--- src/rtl/pc_unit.sv ---
// Fetch program counter: reset vector, stall hold, flush/branch redirect,
// and a held branch that survives a stall until the next unstalled edge.
module pc_unit #(
    parameter int                 ADDR_W     = 32,
    parameter logic [ADDR_W-1:0]  RESET_VEC  = '0,
    parameter int                 STEP       = 4,
    parameter int                 ALIGN_BITS = 2
) (
    input  logic              clk,
    input  logic              rst,
    input  logic [5:0]        ctrl_signal,
    input  logic              flush,
    input  logic [ADDR_W-1:0] flush_pc,
    input  logic              branch_flag,
    input  logic [ADDR_W-1:0] branch_target,
    output logic [ADDR_W-1:0] pc,
    output logic              ce,
    output logic              misalign
);

    localparam logic [ADDR_W-1:0] MASK =
        ADDR_W'((64'd1 << ALIGN_BITS) - 64'd1);
    localparam logic [ADDR_W-1:0] INC = ADDR_W'(STEP);

    typedef enum logic [1:0] {
        S_OFF,
        S_RUN,
        S_PEND
    } state_t;

    state_t            r_state;
    state_t            w_state_nxt;
    logic [ADDR_W-1:0] r_pc;
    logic [ADDR_W-1:0] w_pc_nxt;
    logic [ADDR_W-1:0] r_pend;
    logic [ADDR_W-1:0] w_pend_nxt;
    logic              r_mis;
    logic              w_mis_nxt;
    logic              w_stall;
    logic              w_unused_ctrl;

    assign w_stall       = ctrl_signal[0];
    assign w_unused_ctrl = ^ctrl_signal[5:1];

    always_ff @(posedge clk) begin
        if (rst) begin
            r_state <= S_OFF;
            r_pc    <= RESET_VEC;
            r_pend  <= '0;
            r_mis   <= 1'b0;
        end else begin
            r_state <= w_state_nxt;
            r_pc    <= w_pc_nxt;
            r_pend  <= w_pend_nxt;
            r_mis   <= w_mis_nxt;
        end
    end

    // Priority chain: OFF, flush, stall, held branch, new branch, step.
    always_comb begin
        w_state_nxt = r_state;
        w_pc_nxt    = r_pc;
        w_pend_nxt  = r_pend;
        w_mis_nxt   = 1'b0;
        if (r_state == S_OFF) begin
            w_state_nxt = S_RUN;
            w_pc_nxt    = RESET_VEC;
        end else if (flush) begin
            w_state_nxt = S_RUN;
            w_pc_nxt    = flush_pc & ~MASK;
            w_mis_nxt   = |(flush_pc & MASK);
            w_pend_nxt  = '0;
        end else if (w_stall) begin
            if (branch_flag) begin
                w_state_nxt = S_PEND;
                w_pend_nxt  = branch_target;
            end
        end else if (r_state == S_PEND) begin
            w_state_nxt = S_RUN;
            w_pc_nxt    = r_pend & ~MASK;
            w_mis_nxt   = |(r_pend & MASK);
        end else if (branch_flag) begin
            w_pc_nxt  = branch_target & ~MASK;
            w_mis_nxt = |(branch_target & MASK);
        end else begin
            w_pc_nxt = r_pc + INC;
        end
    end

    always_comb begin
        ce       = (r_state != S_OFF);
        pc       = r_pc;
        misalign = r_mis;
    end

endmodule

--- config.mk ---
export PLATFORM = sky130hd
export DESIGN_NAME = pc_unit
export DESIGN_NICKNAME = d
export VERILOG_FILES = /design/src/rtl/pc_unit.sv
export SDC_FILE = /design/constraint.sdc
export NUM_CORES = 1
export LEC_CHECK = 0
export ABC_AREA = 1
export CAP_MARGIN = 5
export CORE_MARGIN = 3
export CORE_UTILIZATION = 45
export DETAILED_ROUTE_END_ITERATION = 16
export PLACE_DENSITY = 0.74
export SYNTH_ARGS = -nofsm -noshare
export SYNTH_HDL_FRONTEND = slang
export SYNTH_SLANG_ARGS = --single-unit
--- constraint.sdc ---
create_clock -name clk -period 4.3 [get_ports clk]
set_input_delay 0.86 -clock clk [delete_from_list [all_inputs] [get_ports clk]]
set_output_delay 0.86 -clock clk [all_outputs]
set_load 0.005 [all_outputs]
# Word-level counts from Yosys, hierarchy flattened
# Cells that the tools add are included.
dict set report word_totals {
  regBits 67
  latchBits 0
  ramBits 0
  rom_bits 0
  in_bits 74
  output_inout_bits 34
  word_cells 42
  mem_count 0
}
dict set report op_classes {
  add_sub_neg 1
  mul 0
  div 0
  order_cmp 0
  n_eq_ne 4
  shifts 0
  muxes 16
  bitwise 1
  reduce_logical 14
}
# operator count
set ops {}
lappend ops {{$mux W32} 7}
lappend ops {{$add A32 B3 Y32 const B} 1}
lappend ops {{$reduce_bool A2 Y1} 4}
lappend ops {{$reduce_or A2 Y1} 4}
lappend ops {{$mux W1} 6}
lappend ops {{$mux W2} 3}
lappend ops {{$ne A2 B1 Y1 const B} 2}
lappend ops {{$ne A4 B1 Y1 const B} 1}
lappend ops {{$reduce_and A2 Y1} 2}
lappend ops {{$reduce_bool A4 Y1} 1}
lappend ops {{$reduce_and A3 Y1} 1}
lappend ops {{$reduce_or A3 Y1} 1}
lappend ops {{$eq A2 B2 Y1 const B} 1}
lappend ops {{$logic_not A2 Y1} 1}
lappend ops {{$not A1 Y1} 1}

# Longest topological paths before layout
# Gate-level depths: netlist (run 1).
dict set report logic_depth {
  word_depth 5
  depth_mapped 11
  mapped_depth_nobuf 11
}

# Worst setup path after synthesis (run 1)
# OpenSTA, ideal clock, no wires.
dict set report synth_timing {
  kind {in2reg}
  start {input branch_flag}
  end {register r_pend[0]}
  setup_ns 0.132
  arrival_ns 1.701
  required_time_ns 4.168
  setup_slack_ns 2.467
  cell_stages 7
  n_path_buf 2
  path_cell_list {buf_2 > nand2_1 > a21oi_4 > inv_2 > buf_2 > nand2_1 > a21oi_1}
}
dict set report synth_between {
  elab_chain_cells 2
}
# element line
set synth_lines {}
lappend synth_lines {{start: declaration} 14} ;# input logic branch_flag,
lappend synth_lines {{$reduce_bool A2 Y1 (no source line)} --}
lappend synth_lines {{$reduce_and A3 Y1 (no source line)} --}
lappend synth_lines {{end signal: assignment} 54} ;# r_pend <= w_pend_nxt;
lappend synth_lines {{end: declaration} 35} ;# logic [ADDR_W-1:0] r_pend;
# Every way passes these cells.
# A chain may end at the register's enable or synchronous reset.

# Final worst setup path (run 1)
dict set report layout_timing {
  start {input flush}
  end {register r_pend[14]}
}
dict set report layout_between {
  elab_chain_cells 2
  word_cells_on_any_way 4
  classes_between {mux: 1; reduce/logical: 3}
}
# element line
set layout_lines {}
lappend layout_lines {{start: declaration} 12} ;# input logic flush,
lappend layout_lines {{$reduce_bool A2 Y1 (no source line)} --}
lappend layout_lines {{$reduce_and A3 Y1 (no source line)} --}
# Parallel ways exist; a longest one is shown, timed or not.

==> metrics.md, run 1 <==
| Metric | Value |
|---|---|
| Setup crit end kind | register |
| Hpwl dp | a little over 10000 um |
| Diode count | 0 |
| DR iter-0 viols | between 400 and 500 |
| H-tree depth | 3 |
| Post-Syn Instances | between 600 and 700 |
| CTS Hold Bufs | 0 |
| Clock-pin transition on the worst setup and hold timing paths | 0.07 ns |
| Worst EP required | about 4.6 ns |
| Site Rows | 34 |
| Most repeated cell in the gate-level netlist after synthesis | nand2_1 |
| Synth top area share | 31.8% |
| Clock tree buffer depth | 2 |
| Post-synth cell types | 33 |
| I/O Buffers | a little over 100 |
| Vias per inst | roughly 5.5 |
| Max-cap viol count | 0 |
| Worst Skew | between 0.008 and 0.009 ns |
| CP max FO | 37 |
| Status | complete, no violations |
| Max Clk Rate | between 300 and 400 MHz |
| CTS tree | built |
| Top_reg_cell synth | dfxtp_1 |
| Max_slew headroom | between 30% and 40% |
| Final ANT Viol Nets | 0 |
| Postcts setup bufs | 0 |
| Non-filler cells, final | 877 |
| Final setup fails | 0 |
| Final Net Count | 840 |
| Die X | 103 um |
| Placed Cells | about 860 |
| All-layer global routing usage | a little over a quarter |
| Period utilization | 67.6% |
| Total grt overflow | 0 |
| Post-Syn Area | ~4200 um2 |
| Initial antenna violation count | 0 |
| Hold depth | 2 |
| Final setup TNS | 0 ns |
| WL/cell | between 15 and 20 um |
| WP data arrival | 3.18 ns |
| Syn_area_per_cell | roughly 6 um2 |
| Initial Util | 47.3% |
| Internal | 0.00104 W |
| Die H | between 100 and 150 um |
| Cell count of the worst reg-to-reg path | 7 |
| First-pass GRT wire length | roughly 22000 um |
| Vias in the first global route | between 4000 and 5000 |
| Detailed-route via count | 4802 |
| #FFs+latches synth | 67 |
| Ys Warns | 0 |
| Die ar. | roughly 11000 um2 |
| Drt total wl | about 14000 um |
| Worst setup SP type | primary input |
| Asr flop ratio synth | 0% |
| Switching power | about 0.00042 W |
| Area leader, netlist | dfxtp_1 |
| Layout cells sized above 1 | ~5.5% |
| Pwr per Cell Area | 270 nW/um2 |
| Maximum vdd drop | between 0.00015 and 0.0002 V |
| Synth-to-layout area growth | 28.1% |
| Hold crit path type | register to register |
| Clock share of power | between 30% and 40% |
| GP Congestion | roughly 0.93 |
| Post-cts resize count | 0 |
| Seq/Total Area, Yosys | between 30% and 40% |
| Synthesized Nets | approximately 760 |
| Part of the power in registers | ~46% |
| Post-synth top cells | 175 x nand2_1, 89 x a21oi_1, 83 x inv_1 |
| Clock latency on the worst-skew pair | roughly 0.34 ns |
| Worst slack, placed | approximately 1.1 ns |
| Post-layout util | 60.5% |
| Min cycle time layout | between 2 and 3 ns |
| Pwr Total | between 0.001 and 0.0015 W |
| DRT Pass-1 Iters | 5 |
| Combinational share of power | between 10% and 20% |
| Post-route setup slack | between 1 and 1.5 ns |
| Pins Over Slew Limit | 0 |
| CTS buffer count | 9 |
| Core area | 8930 um2 |
| Switching part of the total power | 29.0% |
| Clock root buffer | clkbuf_8 |
| DRC | 0 |
| CTS sink count | 67 |
| Number of flops mapped to enable cells by yosys | 0 |
| Critical path class | primary input to register |
| P_leak | ~2.0 nW |
| Worst slew pin tran | approximately 0.95 ns |
| Largest net degree at the start of global routing | 42 |
| I/O pins | ~110 |
| Area contributors post-synth | dfxtp_1 32%, nand2_1 16%, a21oi_1 11%, nand3_1 8.2%, inv_1 7.4% |
| Hold Vio Cnt, Final | 0 |
| RSZ-0062 raised after global routing | no |
[per-layer routing]
layer	global-route usage, %	wire [um]	vias up
li1	-	-	2383
met1	39.8	6460	2160
met2	40.5	6130	238
met3	6.43	1540	21
met4	7.67	208	0
met5	0	0	-
[stage by stage]
step                area, um2  hold slack, ns
global placement         5230           0.448
floorplan                4220           0.437
detailed placement       5230           0.453
CTS                      5410           0.463
finish                   5410           0.463
global route             5410           0.484
[final timing paths]
check             slack, ns                 endpoint                     from
hold reg to reg        0.46  r_pend[21]$_SDFFE_PP0P_  r_pend[21]$_SDFFE_PP0P_
setup / recovery       1.39  r_pend[14]$_SDFFE_PP0P_                    flush
hold / removal         0.46  r_pend[21]$_SDFFE_PP0P_  r_pend[21]$_SDFFE_PP0P_
setup reg to reg       1.71      pc[21]$_SDFFE_PP0P_  r_state[1]$_SDFFE_PP0P_
[layout make-up]
type	instances	area [um2]
Clock buffer	10	128
Clock inverter	5	55.1
Fill cell	886	3530
Inverter	87	327
Multi-Input combinational cell	492	2360
Sequential cell	67	1340
Tap cell	108	135
Timing Repair Buffer	108	1070
[power groups by stage]
stage	clock [W]	sequential [W]	combinational, W
after floorplan	0	0.000678	0.000137
after global placement	0	0.000685	0.000259
after detailed placement	0	0.000686	0.000263
after CTS	0.000521	0.000672	0.000265
after global routing	0.000546	0.000675	0.000294
final	0.000519	0.000672	0.000267
[worst max-delay path: stages]
cell	delay, ns
clkdlybuf4s50_1	0.70
inv_2	0.66
a21oi_4	0.12
inv_2	0.53
nand2_1	0.13
a21oi_1	0.16
[cell families (layout without fill, tap and decap cells)]
family	count (synthesis)	after routing	synth area share, %
buffers and inverters	124	210	12.4
DFF	67	67	31.8
adders and majority gates	1	1	0.296
xor gates and xnor gates	6	6	1.24
AOI/OAI and AO/OA	176	176	22.9
and+or+nand+nor	309	309	31.3
[flip-flops by register name, summed over array words and instances, names as in the netlist]
name      flops
misalign      1
pc           32
r_pend       32
r_state       2
[cell usage in the layout (no fill, tap or decap), types with 3 or more instances in the layout]
| master | synthesis | routed |
|---|---|---|
| a21oi_1 | 89 | 89 |
| clkdlybuf4s50_1 | 0 | 102 |
| nor2_2 | 4 | 4 |
| o21ai_0 | 58 | 58 |
| o21ai_1 | 4 | 4 |
| clkbuf_8 | 1 | 9 |
| inv_2 | 4 | 4 |
| a211oi_2 | 3 | 3 |
| nor2_1 | 47 | 47 |
| nor2_4 | 6 | 6 |
| a22o_1 | 4 | 4 |
| a211oi_1 | 3 | 3 |
| a31oi_1 | 5 | 5 |
| nand3_1 | 69 | 69 |
| buf_4 | 1 | 6 |
| nand2_1 | 175 | 175 |
| nand2_2 | 4 | 4 |
| inv_1 | 83 | 83 |
| o211ai_1 | 4 | 4 |
| xor2_1 | 6 | 6 |
| dfxtp_1 | 67 | 67 |
Note: power is estimated with default switching activity, not from simulation.
==> run 2: changes to the inputs <==
==> constraint.sdc (replaced) <==
create_clock -name clk -period 2.9 [get_ports clk]
set_input_delay 0.58 -clock clk [delete_from_list [all_inputs] [get_ports clk]]
set_output_delay 0.58 -clock clk [all_outputs]
set_load 0.005 [all_outputs]
==> metrics.md, run 2 (same netlist as run 1, synthesis figures left out) <==
| Metric | Value |
|---|---|
| Status | complete, no violations |
| Maximum vdd drop | 0.000389 V (+130%) |
| Layout cells sized above 1 | 5.71% (+0.25 points) |
| Final ANT Viol Nets | 0 (unchanged) |
| Min cycle time layout | around 2.2 ns |
| Die ar. | 10600 um2 (unchanged) |
| Combinational share of power | 18.3% (about the same) |
| Max-cap viol count | 0 (unchanged) |
| Worst EP required | 2.32 ns (-2.25 ns) |
| Internal | 0.00156 W (+51%) |
| Die X | 103 um (unchanged) |
| Post-route setup slack | 0.732 ns (-0.660 ns) |
| Clock-pin transition on the worst setup and hold timing paths | 0.08 ns (about the same) |
| CTS buffer count | 9 (unchanged) |
| Pwr Total | 0.00219 W (+50%) |
| Critical path class | register to primary output |
| H-tree depth | 3 (unchanged) |
| Final setup fails | 0 (unchanged) |
| Vias in the first global route | 4496 (+0.20%) |
| CTS Hold Bufs | 0 (unchanged) |
| Initial antenna violation count | 0 (unchanged) |
| Clock latency on the worst-skew pair | 0.36 ns (+0.02 ns) |
| Setup crit end kind | primary output |
| Diode count | 0 (unchanged) |
| Site Rows | 34 (unchanged) |
| Total grt overflow | 0 (unchanged) |
| GP Congestion | 0.937 (+0.99%) |
| Hold Vio Cnt, Final | 0 (unchanged) |
| P_leak | 2.07 nW (+0.85%) |
| Hold crit path type | register to register |
| Fill cell total of the finished layout | 896 (+1.1%) |
| Period utilization | approximately 75% |
| CP max FO | 4 (-89%) |
| Final setup TNS | 0 ns (unchanged) |
| DRT Pass-1 Iters | 5 (unchanged) |
| Part of the power in registers | 45.6% (-0.5 points) |
| WL/cell | 17.0 um (+3.8%) |
| Core area | 8930 um2 (unchanged) |
| Largest net degree at the start of global routing | 41 (-2.4%) |
| Worst slack, placed | 0.662 ns (-0.402 ns) |
| Max Clk Rate | between 400 and 500 MHz |
| All-layer global routing usage | 28.9% (+1.6 points) |
| I/O pins | 108 (unchanged) |
| Final Net Count | 842 (+0.24%) |
| Worst slew pin tran | 0.992 ns (+0.0462 ns) |
| Pins Over Slew Limit | 0 (unchanged) |
| WHS | 0.464 ns (+0.000608 ns) |
| DR iter-0 viols | 372 (-18%) |
| Switching power | 0.000629 W (+48%) |
| First-pass GRT wire length | 23400 um (+4.1%) |
| Initial Util | 47.3% (unchanged) |
| CTS tree | built |
| Pwr per Cell Area | 403 nW/um2 (+50%) |
| Die H | 103 um (unchanged) |
| Detailed-route via count | 4879 (+1.6%) |
| DRC | 0 (unchanged) |
| Clock tree buffer depth | 2 (unchanged) |
| Clock root buffer | clkbuf_8 |
| Clock share of power | 36.2% (+0.6 points) |
| Max_slew headroom | 33.8% (-3.1 points) |
| CTS sink count | 67 (unchanged) |
| Post-cts resize count | 0 (unchanged) |
| Synth-to-layout area growth | 28.7% |
| Hpwl dp | 10300 um (+1.8%) |
| Worst Skew | 0.0117 ns (+0.00281 ns) |
| Worst setup SP type | register |
| WP data arrival | 1.59 ns (-1.59 ns) |
| Commonest non-fill, non-tap cells in the layout | 175 x nand2_1, 102 x clkdlybuf4s50_1, 89 x a21oi_1 |
| I/O Buffers | 102 (unchanged) |
| RSZ-0062 raised after global routing | no |
| Drt total wl | 14900 um (+4.0%) |
| Postcts setup bufs | 0 (unchanged) |
| Switching part of the total power | 28.7% (-0.33 points) |
| Commonest non-fill, non-tap cell in the layout | nand2_1 |
| Vias per inst | 5.55 (+1.4%) |
==> run 2: cell count changes in the layout (fill, tap and decap cells not counted) <==
cell / delta
buf_4: +2
clkbuf_8: +1
clkinv_2: -1
clkinv_4: +1
clkinvlp_4: -1
==> run 2: stage by stage <==
stage                     instance area [um2]  utilization [%]  instances
after floorplan                          4220                -        683
after global placement                   5240             58.7        864
after detailed placement                 5240             58.7        864
after CTS                                5430             60.8        879
after global routing                     5430             60.8        879
final                                    5430             60.8        879
==> run 2: final cells by class <==
class | instances | area [um2] | area share (%)
repair buffers | 110 | 1080 | 19.9
clock inverters | 4 | 51.3 | 0.944
flip-flops and latches | 67 | 1340 | 24.7
inverters | 87 | 327 | 6.01
well taps | 108 | 135 | 2.49
multi-input cells | 492 | 2360 | 43.4
clock buffers | 11 | 141 | 2.60
==> run 2: worst paths after layout <==
| kind | start | cells after the start | slack, ns | to |
|---|---|---|---|---|
| hold reg to reg | r_pend[8]$_SDFFE_PP0P_ | 2 | 0.46 | r_pend[8]$_SDFFE_PP0P_ |
| setup / recovery | r_state[0]$_SDFFE_PP0P_ | 3 | 0.73 | ce |
| hold / removal | r_pend[8]$_SDFFE_PP0P_ | 2 | 0.46 | r_pend[8]$_SDFFE_PP0P_ |
| setup reg to reg | pc[2]$_SDFFE_PP0P_ | 10 | 1.03 | pc[16]$_SDFFE_PP0P_ |
==> run 2: per-layer routing <==
layer	routed length [um]	global-route usage [%]
met4	230	7.07
met2	6420	43.4
met1	6590	41.4
met5	0	0
met3	1680	7.58
==> run 2: worst max-delay path, stage by stage (launching register included) <==
cell and delay [ns]:
dfxtp_1 0.36, nor2_1 0.31, inv_1 0.10, clkdlybuf4s50_1 0.47
==> run 2: power by group through the flow <==
| stage | clock network, W | registers (W) | logic [W] |
|---|---|---|---|
| CTS | 0.000806 | 0.000997 | 0.000397 |
| detailed placement | 0 | 0.00102 | 0.000394 |
| finish | 0.000792 | 0.000999 | 0.000400 |
| floorplan | 0 | 0.00101 | 0.000203 |
| global placement | 0 | 0.00102 | 0.000388 |
| global route | 0.000843 | 0.00100 | 0.000437 |
==> run 3: changes to the inputs <==
==> constraint.sdc (replaced) <==
create_clock -name clk -period 2.15 [get_ports clk]
set_input_delay 0.43 -clock clk [delete_from_list [all_inputs] [get_ports clk]]
set_output_delay 0.43 -clock clk [all_outputs]
set_load 0.005 [all_outputs]
==> metrics.md, run 3 (same netlist as run 1, synthesis figures left out) <==
| Metric | Value |
|---|---|
| Diode count | 0 (unchanged) |
| Switching part of the total power | 28.5% (-0.21 points) |
| RSZ-0062 raised after global routing | no |
| Period utilization | 94.9% |
| Pwr per Cell Area | 537 nW/um2 (+33%) |
| Total grt overflow | 0 (unchanged) |
| Hold Vio Cnt, Final | 0 (unchanged) |
| Commonest non-fill, non-tap cell in the layout | nand2_1 |
| CTS sink count | 67 (unchanged) |
| Part of the power in registers | 45.2% (-0.4 points) |
| Synth-to-layout area growth | 31.1% |
| Postcts setup bufs | 0 (unchanged) |
| Clock-pin transition on the worst setup and hold timing paths | 0.08 ns (about the same) |
| DRC | 0 (unchanged) |
| Post-cts resize count | 0 (unchanged) |
| Core area | 8930 um2 (unchanged) |
| Die X | 103 um (unchanged) |
| First-pass GRT wire length | 23100 um (-1.4%) |
| I/O Buffers | 102 (unchanged) |
| Min cycle time layout | slightly above 2 ns |
| Clock share of power | 35.9% (-0.3 points) |
| Final setup TNS | 0 ns (unchanged) |
| Max-cap viol count | 0 (unchanged) |
| Initial antenna violation count | 0 (unchanged) |
| Critical path class | register to primary output |
| CTS tree | built |
| Final Net Count | 849 (+0.83%) |
| Initial Util | 47.3% (unchanged) |
| Max_slew headroom | 54.1% (+20 points) |
| DR iter-0 viols | 408 (+9.7%) |
| Largest net degree at the start of global routing | 38 (-7.3%) |
| Maximum vdd drop | 0.000339 V (-13%) |
| Status | complete, no violations |
| Vias in the first global route | 4460 (-0.80%) |
| Hold crit path type | register to register |
| Site Rows | 34 (unchanged) |
| Area after DPL | 5340 um2 (+2.0%) |
| CTS buffer count | 9 (unchanged) |
| Hpwl dp | 10300 um (+0.35%) |
| WL/cell | 16.4 um (-3.4%) |
| Pins Over Slew Limit | 0 (unchanged) |
| Combinational share of power | 18.8% (+0.5 points) |
| Internal | 0.00212 W (+36%) |
| Worst slew pin tran | 0.687 ns (-0.304 ns) |
| Layout cells sized above 1 | 6.68% (+0.97 points) |
| Switching power | 0.000846 W (+35%) |
| Worst EP required | 1.72 ns (-0.60 ns) |
| Final setup fails | 0 (unchanged) |
| WP data arrival | 1.61 ns (+0.02 ns) |
| Clock root buffer | clkbuf_8 |
| CP max FO | 4 (unchanged) |
| Die ar. | 10600 um2 (unchanged) |
| Final ANT Viol Nets | 0 (unchanged) |
| Commonest non-fill, non-tap cells in the layout | 175 x nand2_1, 102 x clkdlybuf4s50_1, 89 x a21oi_1 |
| Detailed-route via count | 4832 (-0.96%) |
| Vias per inst | 5.45 (-1.9%) |
| CTS Hold Bufs | 0 (unchanged) |
| Clock tree buffer depth | 2 (unchanged) |
| Worst Skew | 0.00956 ns (-0.00215 ns) |
| Drt total wl | 14500 um (-2.5%) |
| P_leak | 2.12 nW (+2.7%) |
| Design Area, Final | 5540 um2 (+1.9%) |
| DRT Pass-1 Iters | 5 (unchanged) |
| Clock latency on the worst-skew pair | 0.35 ns (about the same) |
| Worst setup SP type | register |
| R2R Setup Slk | 0.42 ns (-0.61 ns) |
| I/O pins | 108 (unchanged) |
| Max Clk Rate | between 400 and 500 MHz |
| All-layer global routing usage | 28.3% (-0.63 points) |
| Die H | 103 um (unchanged) |
| H-tree depth | 3 (unchanged) |
| Setup crit end kind | primary output |
| GP Congestion | 0.888 (-5.2%) |
==> run 3: changes by cell type in the layout (fill, tap and decap cells not counted) <==
| cell | change |
|---|---|
| buf_4 | +3 |
| clkinv_2 | +2 |
| clkinv_4 | -1 |
| buf_12 | +4 |
==> run 3: per-layer routing <==
layer	track usage, %	vias up	wire (um)
met2	42.0	228	6270
met4	7.07	0	178
met1	41.9	2187	6710
li1	-	2400	-
met5	0	-	0
met3	5.82	17	1380
==> run 3: critical path, cell delays in order (launching register included) <==
cell and delay, ns:
dfxtp_1 0.37, nor2_1 0.31, inv_1 0.12, clkdlybuf4s50_1 0.47
==> run 3: layout make-up <==
type | count | area (um2)
Tap cell | 108 | 135
Multi-Input combinational cell | 492 | 2360
Timing Repair Buffer | 117 | 1180
Fill cell | 900 | 3400
Sequential cell | 67 | 1340
Clock buffer | 11 | 141
Clock inverter | 5 | 52.6
Inverter | 87 | 327
==> run 3: worst paths after layout <==
check             cells past startpoint                 endpoint               startpoint
setup / recovery                      3                       ce  r_state[0]$_SDFFE_PP0P_
hold / removal                        2  r_pend[21]$_SDFFE_PP0P_  r_pend[21]$_SDFFE_PP0P_
setup reg to reg                     10      pc[28]$_SDFFE_PP0P_       pc[3]$_SDFFE_PP0P_
hold reg to reg                       2  r_pend[21]$_SDFFE_PP0P_  r_pend[21]$_SDFFE_PP0P_
==> run 3: through the flow <==
stage               hold WS (ns)  cells  util, %  setup slack (ns)  total power, W
floorplan                  0.437    683        -             0.696         0.00163
global placement           0.448    871     59.8             0.143         0.00191
detailed placement         0.450    871     59.8            0.0623         0.00192
CTS                        0.463    887     62.0            0.0932         0.00297
global route               0.477    887     62.0            0.0196         0.00309
finish                     0.464    887     62.0             0.109         0.00297
==> run 3: power groups by stage <==
stage	registers (W)	clock network (W)	logic (W)
3_5_place_dp	0.00137	0	0.000550
5_1_grt	0.00135	0.00113	0.000613
6_report	0.00134	0.00107	0.000559
3_3_place_gp	0.00137	0	0.000541
4_1_cts	0.00134	0.00108	0.000554
2_1_floorplan	0.00136	0	0.000274
